==> src/rtl/alu_seq_pkg.sv <==
// Opcode constants, ALU function-select encodings and FSM state type for the ALU op sequencer.
package alu_seq_pkg;

    localparam logic [3:0] OpAdd = 4'd0;
    localparam logic [3:0] OpSub = 4'd1;
    localparam logic [3:0] OpNot = 4'd2;
    localparam logic [3:0] OpShl = 4'd3;
    localparam logic [3:0] OpShr = 4'd4;
    localparam logic [3:0] OpAnd = 4'd5;
    localparam logic [3:0] OpOr  = 4'd6;
    localparam logic [3:0] OpSlt = 4'd7;
    localparam logic [3:0] OpCmp = 4'd8;

    localparam logic [3:0] CtlAdd = 4'd0;
    localparam logic [3:0] CtlSub = 4'd1;
    localparam logic [3:0] CtlNot = 4'd2;
    localparam logic [3:0] CtlShl = 4'd3;
    localparam logic [3:0] CtlShr = 4'd4;
    localparam logic [3:0] CtlAnd = 4'd5;
    localparam logic [3:0] CtlOr  = 4'd6;
    localparam logic [3:0] CtlSlt = 4'd7;
    localparam logic [3:0] CtlCmp = 4'd8;

    typedef enum logic [1:0] {
        StIdle,
        StExec,
        StResp
    } seq_state_e;

endpackage

==> src/rtl/alu_op_sequencer_if.sv <==
// Request/response/ALU bundle of the ALU op sequencer; slave = sequencer, master = its environment.
interface alu_op_sequencer_if #(
    parameter int unsigned DW = 16
);
    logic          req_valid;
    logic          req_ready;
    logic [3:0]    req_op;
    logic [DW-1:0] req_a;
    logic [DW-1:0] req_b;
    logic          req_use_acc;
    logic          rsp_valid;
    logic          rsp_ready;
    logic [DW-1:0] rsp_result;
    logic          rsp_zero;
    logic          rsp_err;
    logic [15:0]   rsp_count;
    logic [DW-1:0] alu_a;
    logic [DW-1:0] alu_b;
    logic [3:0]    alu_control;
    logic [DW-1:0] alu_result;
    logic          alu_zero;

    modport slave (
        input  req_valid, req_op, req_a, req_b, req_use_acc, rsp_ready, alu_result, alu_zero,
        output req_ready, rsp_valid, rsp_result, rsp_zero, rsp_err, rsp_count,
        output alu_a, alu_b, alu_control
    );

    modport master (
        output req_valid, req_op, req_a, req_b, req_use_acc, rsp_ready, alu_result, alu_zero,
        input  req_ready, rsp_valid, rsp_result, rsp_zero, rsp_err, rsp_count,
        input  alu_a, alu_b, alu_control
    );
endinterface

==> src/rtl/alu_op_decode.sv <==
// Combinational opcode to ALU function-select decode with legality flag.
module alu_op_decode
    import alu_seq_pkg::*;
(
    input  logic [3:0] op_i,
    output logic [3:0] ctl_o,
    output logic       legal_o
);

    always_comb begin
        ctl_o   = CtlAdd;
        legal_o = 1'b1;
        case (op_i)
            OpAdd:   ctl_o = CtlAdd;
            OpSub:   ctl_o = CtlSub;
            OpNot:   ctl_o = CtlNot;
            OpShl:   ctl_o = CtlShl;
            OpShr:   ctl_o = CtlShr;
            OpAnd:   ctl_o = CtlAnd;
            OpOr:    ctl_o = CtlOr;
            OpSlt:   ctl_o = CtlSlt;
            OpCmp:   ctl_o = CtlCmp;
            default: legal_o = 1'b0;
        endcase
    end

endmodule

==> src/rtl/alu_op_sequencer.sv <==
// Sequences one request at a time through an external ALU and holds the response until taken.
// Optional accumulator operand source enabled by defining ALU_SEQ_ACC_EN.
module alu_op_sequencer
    import alu_seq_pkg::*;
#(
    parameter int unsigned DW = 16
) (
    input  logic               clk,
    input  logic               rst_n,
    alu_op_sequencer_if.slave  seq_bus
);

    seq_state_e    state_q, state_d;
    logic [DW-1:0] alu_a_q, alu_a_d;
    logic [DW-1:0] alu_b_q, alu_b_d;
    logic [3:0]    alu_ctl_q, alu_ctl_d;
    logic [DW-1:0] result_q, result_d;
    logic          zero_q, zero_d;
    logic          err_q, err_d;
    logic [15:0]   count_q, count_d;

    logic [3:0]    dec_ctl;
    logic          dec_legal;
    logic [DW-1:0] opnd_a;

    alu_op_decode u_decode (
        .op_i    (seq_bus.req_op),
        .ctl_o   (dec_ctl),
        .legal_o (dec_legal)
    );

`ifdef ALU_SEQ_ACC_EN
    logic [DW-1:0] acc_q, acc_d;

    assign opnd_a = seq_bus.req_use_acc ? acc_q : seq_bus.req_a;

    // Accumulator follows every legal-op capture, i.e. the EXEC cycle.
    always_comb begin
        acc_d = acc_q;
        if (state_q == StExec) begin
            acc_d = seq_bus.alu_result;
        end
    end

    always_ff @(posedge clk or negedge rst_n) begin
        if (!rst_n) begin
            acc_q <= '0;
        end else begin
            acc_q <= acc_d;
        end
    end
`else
    logic unused_use_acc;

    assign unused_use_acc = seq_bus.req_use_acc;
    assign opnd_a         = seq_bus.req_a;
`endif

    always_comb begin
        state_d   = state_q;
        alu_a_d   = alu_a_q;
        alu_b_d   = alu_b_q;
        alu_ctl_d = alu_ctl_q;
        result_d  = result_q;
        zero_d    = zero_q;
        err_d     = err_q;
        count_d   = count_q;
        unique case (state_q)
            StIdle: begin
                if (seq_bus.req_valid) begin
                    if (dec_legal) begin
                        alu_a_d   = opnd_a;
                        alu_b_d   = seq_bus.req_b;
                        alu_ctl_d = dec_ctl;
                        state_d   = StExec;
                    end else begin
                        // Illegal ops skip the ALU and leave its operand registers untouched.
                        result_d = '0;
                        zero_d   = 1'b0;
                        err_d    = 1'b1;
                        state_d  = StResp;
                    end
                end
            end
            StExec: begin
                result_d = seq_bus.alu_result;
                zero_d   = seq_bus.alu_zero;
                err_d    = 1'b0;
                state_d  = StResp;
            end
            StResp: begin
                if (seq_bus.rsp_ready) begin
                    count_d = count_q + 16'd1;
                    state_d = StIdle;
                end
            end
            default: state_d = StIdle;
        endcase
    end

    always_ff @(posedge clk or negedge rst_n) begin
        if (!rst_n) begin
            state_q   <= StIdle;
            alu_a_q   <= '0;
            alu_b_q   <= '0;
            alu_ctl_q <= CtlAdd;
            result_q  <= '0;
            zero_q    <= 1'b0;
            err_q     <= 1'b0;
            count_q   <= '0;
        end else begin
            state_q   <= state_d;
            alu_a_q   <= alu_a_d;
            alu_b_q   <= alu_b_d;
            alu_ctl_q <= alu_ctl_d;
            result_q  <= result_d;
            zero_q    <= zero_d;
            err_q     <= err_d;
            count_q   <= count_d;
        end
    end

    assign seq_bus.req_ready   = (state_q == StIdle);
    assign seq_bus.rsp_valid   = (state_q == StResp);
    assign seq_bus.rsp_result  = result_q;
    assign seq_bus.rsp_zero    = zero_q;
    assign seq_bus.rsp_err     = err_q;
    assign seq_bus.rsp_count   = count_q;
    assign seq_bus.alu_a       = alu_a_q;
    assign seq_bus.alu_b       = alu_b_q;
    assign seq_bus.alu_control = alu_ctl_q;

endmodule

==> src/flat_wrapper.sv <==
// flat-port wrapper written by rule: the top's interface ports become plain ports
module alu_op_sequencer_flat import alu_seq_pkg::*;
#(
    parameter int unsigned DW = 16
)
  (clk, rst_n, seq_bus_req_valid, seq_bus_req_op, seq_bus_req_a, seq_bus_req_b, seq_bus_req_use_acc, seq_bus_rsp_ready, seq_bus_alu_result, seq_bus_alu_zero, seq_bus_req_ready, seq_bus_rsp_valid, seq_bus_rsp_result, seq_bus_rsp_zero, seq_bus_rsp_err, seq_bus_rsp_count, seq_bus_alu_a, seq_bus_alu_b, seq_bus_alu_control);
  alu_op_sequencer_if #(.DW(DW)) seq_bus_i ();
  input  logic clk;
  input  logic rst_n;
  input wire logic [$bits(seq_bus_i.req_valid)-1:0] seq_bus_req_valid;
  input wire logic [$bits(seq_bus_i.req_op)-1:0] seq_bus_req_op;
  input wire logic [$bits(seq_bus_i.req_a)-1:0] seq_bus_req_a;
  input wire logic [$bits(seq_bus_i.req_b)-1:0] seq_bus_req_b;
  input wire logic [$bits(seq_bus_i.req_use_acc)-1:0] seq_bus_req_use_acc;
  input wire logic [$bits(seq_bus_i.rsp_ready)-1:0] seq_bus_rsp_ready;
  input wire logic [$bits(seq_bus_i.alu_result)-1:0] seq_bus_alu_result;
  input wire logic [$bits(seq_bus_i.alu_zero)-1:0] seq_bus_alu_zero;
  output wire logic [$bits(seq_bus_i.req_ready)-1:0] seq_bus_req_ready;
  output wire logic [$bits(seq_bus_i.rsp_valid)-1:0] seq_bus_rsp_valid;
  output wire logic [$bits(seq_bus_i.rsp_result)-1:0] seq_bus_rsp_result;
  output wire logic [$bits(seq_bus_i.rsp_zero)-1:0] seq_bus_rsp_zero;
  output wire logic [$bits(seq_bus_i.rsp_err)-1:0] seq_bus_rsp_err;
  output wire logic [$bits(seq_bus_i.rsp_count)-1:0] seq_bus_rsp_count;
  output wire logic [$bits(seq_bus_i.alu_a)-1:0] seq_bus_alu_a;
  output wire logic [$bits(seq_bus_i.alu_b)-1:0] seq_bus_alu_b;
  output wire logic [$bits(seq_bus_i.alu_control)-1:0] seq_bus_alu_control;
  assign seq_bus_i.req_valid = seq_bus_req_valid;
  assign seq_bus_i.req_op = seq_bus_req_op;
  assign seq_bus_i.req_a = seq_bus_req_a;
  assign seq_bus_i.req_b = seq_bus_req_b;
  assign seq_bus_i.req_use_acc = seq_bus_req_use_acc;
  assign seq_bus_i.rsp_ready = seq_bus_rsp_ready;
  assign seq_bus_i.alu_result = seq_bus_alu_result;
  assign seq_bus_i.alu_zero = seq_bus_alu_zero;
  assign seq_bus_req_ready = seq_bus_i.req_ready;
  assign seq_bus_rsp_valid = seq_bus_i.rsp_valid;
  assign seq_bus_rsp_result = seq_bus_i.rsp_result;
  assign seq_bus_rsp_zero = seq_bus_i.rsp_zero;
  assign seq_bus_rsp_err = seq_bus_i.rsp_err;
  assign seq_bus_rsp_count = seq_bus_i.rsp_count;
  assign seq_bus_alu_a = seq_bus_i.alu_a;
  assign seq_bus_alu_b = seq_bus_i.alu_b;
  assign seq_bus_alu_control = seq_bus_i.alu_control;
  alu_op_sequencer #(.DW(DW)) u_core (.clk(clk), .rst_n(rst_n), .seq_bus(seq_bus_i));
endmodule
==> config.mk <==
export PLATFORM = sky130hd
export DESIGN_NAME = alu_op_sequencer_flat
export DESIGN_NICKNAME = d
export VERILOG_FILES = /design/src/rtl/alu_seq_pkg.sv /design/src/rtl/alu_op_sequencer_if.sv /design/src/rtl/alu_op_decode.sv /design/src/rtl/alu_op_sequencer.sv /design/src/flat_wrapper.sv
export SDC_FILE = /design/constraint.sdc
export NUM_CORES = 1
export LEC_CHECK = 0
export CAP_MARGIN = 0
export CORE_UTILIZATION = 42
export CTS_BUF_LIST = sky130_fd_sc_hd__clkbuf_4 sky130_fd_sc_hd__clkbuf_8
export DETAILED_ROUTE_END_ITERATION = 6
export PLACE_DENSITY = 0.81
export SLEW_MARGIN = 30
export SYNTH_ARGS = -nofsm -noshare
export SYNTH_HDL_FRONTEND = slang
export SYNTH_SLANG_ARGS = --single-unit
==> constraint.sdc <==
create_clock -name clk -period 1.8 [get_ports clk]
set_clock_uncertainty 0.15 [all_clocks]
set_input_delay 0.18 -clock clk [delete_from_list [all_inputs] [get_ports clk]]
set_output_delay 0.18 -clock clk [all_outputs]
set_load 0.05 [all_outputs]
==> flow_summary.ini <==
[die]
num_rows = 29
coreArea_um2 = 6420
dieHeight_um = 83.8
start_util = 0.438
die-width_um = 83.8
ioPinCount = 130
die_area_um2 = 7020

[worst_hold_path]
hold_class = primary input to asynchronous set/reset pin

[timing]
worstMarginPinSlew_ns = 0.499
setup_viol = 0
finalCriticalPeriod_ns = 1.62
clock.fmax_mhz = 617
fin_setup_tns_ns = 0
slew_violations = 0
slew_headroom = 0.669
hold_viol_final = 0
rsz0062_at_grt = false
fin_hold_ws_ns = 0.114
finalCritPeriodShare = 0.900

[layout]
design_area_um2 = 4340
nets = 395
drive_gt1_frac = 0.393
area_delta_synth_final_pct = 54.3
final_core_util = 0.676
antenna_cells = 0

[status]
failed_checks = design-rule violations
status = finished with violations

[logic_synthesis]
synth_seq_cells = 72
synth_edf_count = 0
ys_types = 30
synth_ff_type = dfrtp_1
ys_seq_area_frac = 0.641
synthCells = 195
postSynthAreaPerCell_um2 = 14.4
yosys.area.top_type = dfrtp_1
yosys_warnings = 0
syn_nets = 254
synth.top_cell.area_share = 0.641
synth.area.top_cells = dfrtp_1 64%, mux2_2 13%, xnor2_1 3.7%
async_flop_share = 1.00
syn_area_um2 = 2810

[critical_path]
path_class = flip-flop to output port
end_kind = output port
required_ns = 1.47
path_max_fanout = 5
worstPathArrival_ns = 1.29
start_kind = flip-flop

[placement]
placed_area_um2 = 4140
globalplace.congestion = 0.704
numPortBuffers = 128
hpwl_mm = 4.42

[grt]
grt_usage = 0.186
antenna_found_initial = 0
grt_pass1_vias = 2122
grt_pass1_wl_mm = 10.1
grt-ovfl-total = 0
grt_max_degree = 54

[job]
cap_violations = 0

[clock_tree]
htreeDepth = 3
clkSinkCount = 72
cts_tree = yes
clk_latency_ns = 0.33
cts-root-buf = clkbuf_8
path_clk_slew_ns = 0.07
cts_buffers = 9
cts.path.max_buffers = 2

[power]
ir_drop_uv = 904
power.leakage_nw = 2.06
powerDensity_nw_per_um2 = 1690

[routing]
drt_wl_total_mm = 6.12
drcViolationCount = 17
vias_per_cell = 4.88
dr.pass1.iters = 5
via_count = 2038
drt_iter0_drc = 63
wl_per_cell_um = 14.7
ant_nets = 0
==> cells in the mapped netlist, types with 2 or more instances <==
cell / n
dfrtp_1: 72
mux2_2: 33
nand2_1: 13
xnor2_1: 12
a22o_2: 9
a22o_1: 8
buf_2: 6
nand3_1: 5
and4_1: 4
inv_1: 3
nand4_1: 3
o21ai_0: 3
xor2_1: 3
and3_1: 2
nor2_1: 2
nor2b_1: 2
o31ai_1: 2
==> placed cells by master (no fill, tap or decap), types with 2 or more instances in the layout <==
cell	n
nand3_2	2
buf_4	65
nand2_1	13
nand4_1	3
xor2_1	3
o31ai_1	2
and3_1	2
buf_12	5
o21ai_0	3
dlygate4sd2_1	13
clkbuf_8	11
mux2_2	33
nand3_1	4
inv_1	3
a22o_2	9
xnor2_1	12
and4_1	4
clkinv_2	2
clkinvlp_4	2
nor2b_1	2
a22o_1	8
dfrtp_1	72
clkdlybuf4s50_1	55
==> worst max-delay path, cell delays in order, from the launching register on <==
cell and delay (ns):
dfrtp_1 0.40, buf_4 0.15, nor2b_1 0.23, buf_12 0.17
==> registers in the layout (all words and copies together), names as in the netlist <==
signal                      cells
u_core.seq_bus.alu_b           16
u_core.seq_bus.rsp_zero         1
u_core.seq_bus.alu_a           16
u_core.seq_bus.rsp_err          1
u_core.seq_bus.rsp_count       16
u_core.seq_bus.alu_control      4
u_core.seq_bus.rsp_result      16
u_core.state_q                  2
==> area by class of cell <==
cell class,count,area [um^2]
Sequential cell,72,1800
Timing Repair Buffer,139,1260
Multi-Input combinational cell,111,961
Clock inverter,5,55.1
Fill cell,514,2080
Clock buffer,11,151
Tap cell,77,96.3
Inverter,3,11.3
==> metal layers <==
metal	track usage	routed length (um)	share of wire
met4	0.0611	48	0.0078
met3	0.0643	464	0.076
met5	0	0	0
met1	0.235	2580	0.42
met2	0.300	3030	0.49
==> logic make-up (layout without fill, tap and decap cells) <==
| family | after synthesis | count (layout) | share of synthesized area |
|---|---|---|---|
| AOI/OAI and AO/OA | 25 | 25 | 0.0788 |
| xor gates and xnor gates | 15 | 15 | 0.0467 |
| adders and majority gates | 1 | 1 | 0.00445 |
| buffers and inverters | 12 | 158 | 0.0218 |
| DFF | 72 | 72 | 0.641 |
| muxes | 33 | 33 | 0.132 |
| and+or+nand+nor | 37 | 37 | 0.0752 |
==> worst paths after layout <==
check                                               from                            end  slack, ns  cells past startpoint
setup / recovery                       u_core.state_q[1]              seq_bus_rsp_valid       0.18                      3
hold / removal                                     rst_n   u_core.seq_bus.rsp_count[11]       0.11                      2
setup reg to reg             u_core.seq_bus.rsp_count[4]   u_core.seq_bus.rsp_count[15]       0.23                      4
hold reg to reg            u_core.seq_bus.alu_control[3]  u_core.seq_bus.alu_control[3]       0.33                      2
max in group asynchronous                          rst_n       u_core.seq_bus.alu_a[13]       0.83                      3
min in group clk                   seq_bus_alu_result[1]   u_core.seq_bus.rsp_result[1]       0.30                      2
==> per-stage QoR <==
step / instances / total power, mW / setup slack, ns
finish: 418 / 7.35 / 0.179
global route: 418 / 7.68 / 0.123
CTS: 418 / 7.43 / 0.143
detailed placement: 401 / 6.20 / -0.0953
global placement: 401 / 6.13 / -0.0619
floorplan: 195 / 4.87 / 0.00369
==> timing repair <==
action,in CTS,in global routing
endpoints found under the hold margin,72,0
resized for setup,13,0
hold buffers,1,0
endpoints found under the setup margin,13,0
buffers inserted,0,0
==> where the power goes <==
| part | internal (mW) | total (mW) | switching, mW |
|---|---|---|---|
| Combinational | 1.23 | 3.61 | 2.38 |
| Sequential | 2.12 | 2.44 | 0.318 |
| Clock | 0.711 | 1.29 | 0.583 |
| Total | 4.07 | 7.35 | 3.28 |
Note: power is estimated with default switching activity, not from simulation.
